==> src/rtl/alu_nbit_seq.sv <==
// alu_nbit_seq: handshaked signed ALU sitting between issue and writeback.
//   ADD/SUB/AND/OR/XOR post one cycle after accept. MUL (shift-add) and
//   DIV (restoring) work on operand magnitudes, one bit per cycle for
//   WIDTH cycles, then apply signs at the final post.
// Build option: define ALU_DIV_EN to build the divider. Without it, opcode
//   110 is reported as an illegal op and div_by_zero is always 0.
// Ports:
//   clk, rst         clock, synchronous active-high reset
//   in_valid/ready   request handshake (a, b, alu_op, cin captured on accept)
//   out_valid        one-cycle pulse per posted result
//   result           2*WIDTH signed result (quotient for DIV), held
//   rem              WIDTH signed remainder (DIV only), held
//   cout             carry (ADD) / borrow (SUB)
//   div_by_zero      DIV with b==0
//   op_err           reserved or not-built opcode
module alu_nbit_seq #(
  parameter int WIDTH = 8
) (
  input  logic               clk,
  input  logic               rst,
  input  logic               in_valid,
  output logic               in_ready,
  input  logic [WIDTH-1:0]   a,
  input  logic [WIDTH-1:0]   b,
  input  logic [2:0]         alu_op,
  input  logic               cin,
  output logic               out_valid,
  output logic [2*WIDTH-1:0] result,
  output logic [WIDTH-1:0]   rem,
  output logic               cout,
  output logic               div_by_zero,
  output logic               op_err
);
  localparam int W2 = 2 * WIDTH;
  localparam int CW = $clog2(WIDTH);

  localparam logic [1:0] IDLE     = 2'd0;
  localparam logic [1:0] MUL_BUSY = 2'd1;
`ifdef ALU_DIV_EN
  localparam logic [1:0] DIV_BUSY = 2'd2;
  localparam logic [2:0] OP_DIV   = 3'b110;
`endif

  localparam logic [2:0] OP_ADD = 3'b000;
  localparam logic [2:0] OP_SUB = 3'b001;
  localparam logic [2:0] OP_AND = 3'b010;
  localparam logic [2:0] OP_OR  = 3'b011;
  localparam logic [2:0] OP_XOR = 3'b100;
  localparam logic [2:0] OP_MUL = 3'b101;

  logic [1:0]        state_q, state_d;
  logic [CW-1:0]     cnt_q, cnt_d;
  // Shared iterative datapath:
  //   MUL: acc = running product, sha = shifted multiplicand, shb = multiplier
  //   DIV: acc[WIDTH-1:0] = partial remainder, sha[WIDTH-1:0] = divisor,
  //        shb = dividend shifting out / quotient shifting in
  logic [W2-1:0]     acc_q, acc_d;
  logic [W2-1:0]     sha_q, sha_d;
  logic [WIDTH-1:0]  shb_q, shb_d;
  logic              neg_q, neg_d;

  logic              vld_q;
  logic [W2-1:0]     res_q;
  logic [WIDTH-1:0]  rem_q;
  logic              cout_q, dbz_q, err_q;

  logic              post;
  logic [W2-1:0]     p_res;
  logic [WIDTH-1:0]  p_rem;
  logic              p_cout, p_dbz, p_err;

  logic              accept;
  assign in_ready = (state_q == IDLE) && !rst;
  assign accept   = in_valid && in_ready;

  // Single-cycle arithmetic, exact at WIDTH+1 bits.
  logic [WIDTH:0]    add_s, sub_s, add_u, sub_rhs;
  logic              borrow;
  assign add_s   = {a[WIDTH-1], a} + {b[WIDTH-1], b} + {{WIDTH{1'b0}}, cin};
  assign sub_s   = {a[WIDTH-1], a} - {b[WIDTH-1], b} - {{WIDTH{1'b0}}, cin};
  assign add_u   = {1'b0, a} + {1'b0, b} + {{WIDTH{1'b0}}, cin};
  assign sub_rhs = {1'b0, b} + {{WIDTH{1'b0}}, cin};
  assign borrow  = {1'b0, a} < sub_rhs;

  logic [WIDTH-1:0]  land, lor, lxor;
  assign land = a & b;
  assign lor  = a | b;
  assign lxor = a ^ b;

  // Magnitudes are unsigned WIDTH bits, so -2^(WIDTH-1) maps to 2^(WIDTH-1).
  logic [WIDTH-1:0]  mag_a, mag_b;
  assign mag_a = a[WIDTH-1] ? -a : a;
  assign mag_b = b[WIDTH-1] ? -b : b;

  logic [W2-1:0]     mul_acc;
  assign mul_acc = acc_q + (shb_q[0] ? sha_q : '0);

`ifdef ALU_DIV_EN
  logic              rneg_q, rneg_d;
  logic [WIDTH:0]    part;
  logic              div_ge;
  logic [WIDTH-1:0]  nrem, qnext;
  logic [W2-1:0]     q_ext;
  assign part   = {acc_q[WIDTH-1:0], shb_q[WIDTH-1]};
  assign div_ge = part >= {1'b0, sha_q[WIDTH-1:0]};
  // When div_ge the difference is below the divisor, so WIDTH bits suffice.
  assign nrem   = div_ge ? (part[WIDTH-1:0] - sha_q[WIDTH-1:0]) : part[WIDTH-1:0];
  assign qnext  = {shb_q[WIDTH-2:0], div_ge};
  assign q_ext  = {{WIDTH{1'b0}}, qnext};
`endif

  always_comb begin
    state_d = state_q;
    cnt_d   = cnt_q;
    acc_d   = acc_q;
    sha_d   = sha_q;
    shb_d   = shb_q;
    neg_d   = neg_q;
`ifdef ALU_DIV_EN
    rneg_d  = rneg_q;
`endif
    post    = 1'b0;
    p_res   = '0;
    p_rem   = '0;
    p_cout  = 1'b0;
    p_dbz   = 1'b0;
    p_err   = 1'b0;
    case (state_q)
      IDLE: if (accept) begin
        case (alu_op)
          OP_ADD: begin post = 1'b1; p_res = {{(WIDTH-1){add_s[WIDTH]}}, add_s}; p_cout = add_u[WIDTH]; end
          OP_SUB: begin post = 1'b1; p_res = {{(WIDTH-1){sub_s[WIDTH]}}, sub_s}; p_cout = borrow; end
          OP_AND: begin post = 1'b1; p_res = {{WIDTH{land[WIDTH-1]}}, land}; end
          OP_OR:  begin post = 1'b1; p_res = {{WIDTH{lor[WIDTH-1]}}, lor}; end
          OP_XOR: begin post = 1'b1; p_res = {{WIDTH{lxor[WIDTH-1]}}, lxor}; end
          OP_MUL: begin
            acc_d   = '0;
            sha_d   = {{WIDTH{1'b0}}, mag_a};
            shb_d   = mag_b;
            neg_d   = a[WIDTH-1] ^ b[WIDTH-1];
            cnt_d   = CW'(WIDTH - 1);
            state_d = MUL_BUSY;
          end
`ifdef ALU_DIV_EN
          OP_DIV: begin
            if (b == '0) begin
              post  = 1'b1;
              p_rem = a;
              p_dbz = 1'b1;
            end else begin
              acc_d   = '0;
              sha_d   = {{WIDTH{1'b0}}, mag_b};
              shb_d   = mag_a;
              neg_d   = a[WIDTH-1] ^ b[WIDTH-1];
              rneg_d  = a[WIDTH-1];
              cnt_d   = CW'(WIDTH - 1);
              state_d = DIV_BUSY;
            end
          end
`endif
          default: begin post = 1'b1; p_err = 1'b1; end
        endcase
      end
      MUL_BUSY: begin
        acc_d = mul_acc;
        sha_d = sha_q << 1;
        shb_d = shb_q >> 1;
        // The last iteration posts directly from the combinational sum.
        if (cnt_q == '0) begin
          post    = 1'b1;
          p_res   = neg_q ? -mul_acc : mul_acc;
          state_d = IDLE;
        end else begin
          cnt_d = cnt_q - CW'(1);
        end
      end
`ifdef ALU_DIV_EN
      DIV_BUSY: begin
        acc_d = {{WIDTH{1'b0}}, nrem};
        shb_d = qnext;
        if (cnt_q == '0) begin
          post    = 1'b1;
          p_res   = neg_q ? -q_ext : q_ext;
          p_rem   = rneg_q ? -nrem : nrem;
          state_d = IDLE;
        end else begin
          cnt_d = cnt_q - CW'(1);
        end
      end
`endif
      default: state_d = IDLE;
    endcase
  end

  always_ff @(posedge clk) begin
    if (rst) begin
      state_q <= IDLE;
      cnt_q   <= '0;
      acc_q   <= '0;
      sha_q   <= '0;
      shb_q   <= '0;
      neg_q   <= 1'b0;
`ifdef ALU_DIV_EN
      rneg_q  <= 1'b0;
`endif
      vld_q   <= 1'b0;
      res_q   <= '0;
      rem_q   <= '0;
      cout_q  <= 1'b0;
      dbz_q   <= 1'b0;
      err_q   <= 1'b0;
    end else begin
      state_q <= state_d;
      cnt_q   <= cnt_d;
      acc_q   <= acc_d;
      sha_q   <= sha_d;
      shb_q   <= shb_d;
      neg_q   <= neg_d;
`ifdef ALU_DIV_EN
      rneg_q  <= rneg_d;
`endif
      vld_q   <= post;
      if (post) begin
        res_q  <= p_res;
        rem_q  <= p_rem;
        cout_q <= p_cout;
        dbz_q  <= p_dbz;
        err_q  <= p_err;
      end
    end
  end

  assign out_valid   = vld_q;
  assign result      = res_q;
  assign rem         = rem_q;
  assign cout        = cout_q;
  assign div_by_zero = dbz_q;
  assign op_err      = err_q;

endmodule

==> config.mk <==
export PLATFORM = sky130hd
export DESIGN_NAME = alu_nbit_seq
export DESIGN_NICKNAME = d
export VERILOG_FILES = /design/src/rtl/alu_nbit_seq.sv
export SDC_FILE = /design/constraint.sdc
export NUM_CORES = 1
export LEC_CHECK = 0
export CAP_MARGIN = 15
export CORE_MARGIN = 10
export CORE_UTILIZATION = 50
export CTS_CLUSTER_DIAMETER = 120
export DETAILED_ROUTE_END_ITERATION = 10
export PLACE_DENSITY = 0.75
export SLEW_MARGIN = 40
export SYNTH_ARGS = -nofsm -noshare
export SYNTH_HDL_FRONTEND = slang
export SYNTH_SLANG_ARGS = --single-unit
==> constraint.sdc <==
create_clock -name clk -period 4.3 [get_ports clk]
set_input_delay 0.86 -clock clk [delete_from_list [all_inputs] [get_ports clk]]
set_output_delay 0.86 -clock clk [all_outputs]
set_load 0.005 [all_outputs]
==> impl_metrics.json <==
{
  "postRouteAntennaNets": 0,
  "grt_antenna_before_repair": 0,
  "ys_seq_area_share_pct": 22.7,
  "drive_above_1_share_pct": 8.42,
  "synthCells": 726,
  "wl_per_cell_um": 17.6,
  "tightest_slew_ns": 0.762,
  "htreeDepth": 3,
  "p_leak_nw": 2.69,
  "root_buffer": "clkbuf_16",
  "fin_setup_tns_ns": 0,
  "clock_path_buffers": 2,
  "slew_viol_final": 0,
  "dpl.hpwl_um": 12300,
  "final_cell_mix": "a21oi_1, nand2_1, dfxtp_1",
  "min_period_ns": 4.12,
  "maxSlewHeadroom_pct": 49.0,
  "clock_latency_ns": 0.32,
  "synth_top_area_cell": "dfxtp_1",
  "maxCapViolCount": 0,
  "rows": 38,
  "finalNonFillerCells": 912,
  "drc": 0,
  "cp-start-kind": "primary input",
  "setup_viol": 0,
  "fin_crit_sh_pct": 95.7,
  "status": "finished clean",
  "layout_setup_ws_ns": 0.184,
  "p_per_area_nw_per_um2": 258,
  "grt_pass1_wl_um": 26300,
  "die_h_um": 126,
  "layout_commonest_cell": "a21oi_1",
  "viasPerCell": 6.05,
  "grt_pass1_vias": 5548,
  "drtPass1Iterations": 5,
  "async_flop_share_pct": 0,
  "rsz0062_at_grt": "true",
  "overflow": 0,
  "antenna_cells": 0,
  "core-area_um2": 10900,
  "gr-usage-met3_pct": 3.17,
  "hold_violations": 0,
  "finalClockSkew_ns": 0.00702,
  "grtUsageMet2_pct": 34.0,
  "routed_wl_um": 16000,
  "final_nets": 857,
  "dieArea_um2": 16000,
  "post-place-ws_ns": -0.236,
  "ios": 52,
  "fp.dieW_um": 126,
  "syn_avg_cell_area_um2": 7.79,
  "grt_usage_pct": 19.2,
  "grt_max_degree": 62,
  "area_delta_synth_final_pct": 15.8,
  "yosysWarnings": 0,
  "synth_area_leaders": "dfxtp_1, ha_1, a21oi_1",
  "grt-busiest-layer": "met2",
  "total_power_mw": 1.69,
  "hold_path_class": "reg2reg",
  "ys_seq_elements": 64,
  "vias": 5519,
  "crit_fanout": 7,
  "place_inst": 897,
  "portBuffers": 42,
  "fin_hold_ws_ns": 0.465,
  "numClockSinks": 64,
  "synth_edf_count": 0,
  "synthFlopType": "dfxtp_1",
  "crit_path_end_kind": "flip-flop",
  "crit_required_ns": 4.47,
  "start_util_pct": 51.7,
  "ys_types": 75,
  "max_freq_mhz": 243,
  "gp_congestion": 0.955,
  "dr.first_iter.drc_count": 382,
  "grtUsageMet1_pct": 22.1,
  "worst-endpoint-arrival_ns": 4.28,
  "synth_top_area_share_pct": 22.7,
  "cts_tree": "done",
  "ir_worst_vdd_v": 0.000278,
  "fillers": 1003,
  "synth_area_um2": 5650,
  "cts.clk_slew.worst_paths_ns": 0.06,
  "path_class": "in2reg",
  "cts_buffers": 9
}
==> final timing paths <==
kind | start | endpoint | slack, ns | depth (start not counted)
worst max-delay path | cin | result[10] | 0.18 | 14
worst min-delay path | shb_q[5] | shb_q[4] | 0.47 | 2
worst max register to register | shb_q[0] | result[12] | 0.70 | 11
worst min register to register | shb_q[5] | shb_q[4] | 0.47 | 2
==> per-stage QoR <==
stage | instance area [um^2] | util (%)
floorplan | 5680 | -
global placement | 6260 | 57.2
detailed placement | 6260 | 57.2
CTS | 6540 | 59.8
global route | 6550 | 59.9
finish | 6550 | 59.9
==> power breakdown <==
group / leakage (nW) / switching [mW] / internal, mW / total [mW]
sequential: 0.517 / 0.00923 / 0.606 / 0.616
clock: 0.141 / 0.273 / 0.443 / 0.716
combinational: 2.03 / 0.197 / 0.159 / 0.356
==> cells in the mapped netlist (7+ instances only) <==
| master | instances |
|---|---|
| a211oi_1 | 9 |
| a21o_1 | 11 |
| a21oi_1 | 68 |
| a221oi_1 | 10 |
| a22oi_1 | 19 |
| and2_1 | 17 |
| and3_1 | 7 |
| buf_4 | 9 |
| clkbuf_1 | 31 |
| dfxtp_1 | 64 |
| ha_1 | 61 |
| inv_1 | 45 |
| mux2i_1 | 9 |
| nand2_1 | 67 |
| nand3_1 | 35 |
| nor2_1 | 63 |
| nor2b_1 | 8 |
| nor3_1 | 17 |
| o21a_1 | 10 |
| o21ai_0 | 20 |
| xnor2_1 | 37 |
| xor2_1 | 8 |
==> layout make-up <==
| class | instances | area, um^2 | share of cell area (%) |
|---|---|---|---|
| Clock inverter | 6 | 61.3 | 0.936 |
| Timing Repair Buffer | 68 | 611 | 9.32 |
| Tap cell | 140 | 175 | 2.67 |
| Sequential cell | 64 | 1280 | 19.6 |
| Clock buffer | 9 | 225 | 3.44 |
| Multi-Input combinational cell | 580 | 4030 | 61.5 |
| Inverter | 45 | 169 | 2.58 |
==> per-layer routing <==
metal | up-vias | wire (um)
li1 | 2667 | -
met1 | 2588 | 6600
met2 | 214 | 7890
met3 | 50 | 915
met4 | 0 | 609
met5 | - | 0
==> state kept, by name, indices dropped and copies added (netlist names) <==
register / cells
shb_q: 8
cout: 1
result: 16
op_err: 1
sha_q: 16
out_valid: 1
state_q: 1
neg_q: 1
cnt_q: 3
acc_q: 16
==> critical path, cell delays in order <==
cell             delay (ns)
clkdlybuf4s50_1        0.46
fa_1                   0.61
inv_1                  0.06
ha_1                   0.18
or2_2                  0.29
fa_2                   0.36
o21a_1                 0.19
o21bai_1               0.21
a21oi_1                0.12
o21a_1                 0.21
o211ai_1               0.27
nand2_2                0.16
a211oi_1               0.23
a211oi_1               0.07
==> cells by family after synthesis <==
| family | after synthesis | synth area share (%) |
|---|---|---|
| mux | 10 | 1.79 |
| other cells | 1 | 0.0663 |
| buf+inv | 90 | 6.73 |
| fa+ha+maj | 66 | 15.3 |
| simple gates | 241 | 20.2 |
| flops | 64 | 22.7 |
| compound gates | 207 | 25.7 |
| xor+xnor | 47 | 7.55 |
==> timing repair <==
item	CTS	global route
hold buffers	0	0
resized for setup	0	2
endpoints found under the setup margin	0	5
setup buffers	0	0
No activity file was read; power rests on OpenSTA's default activity.
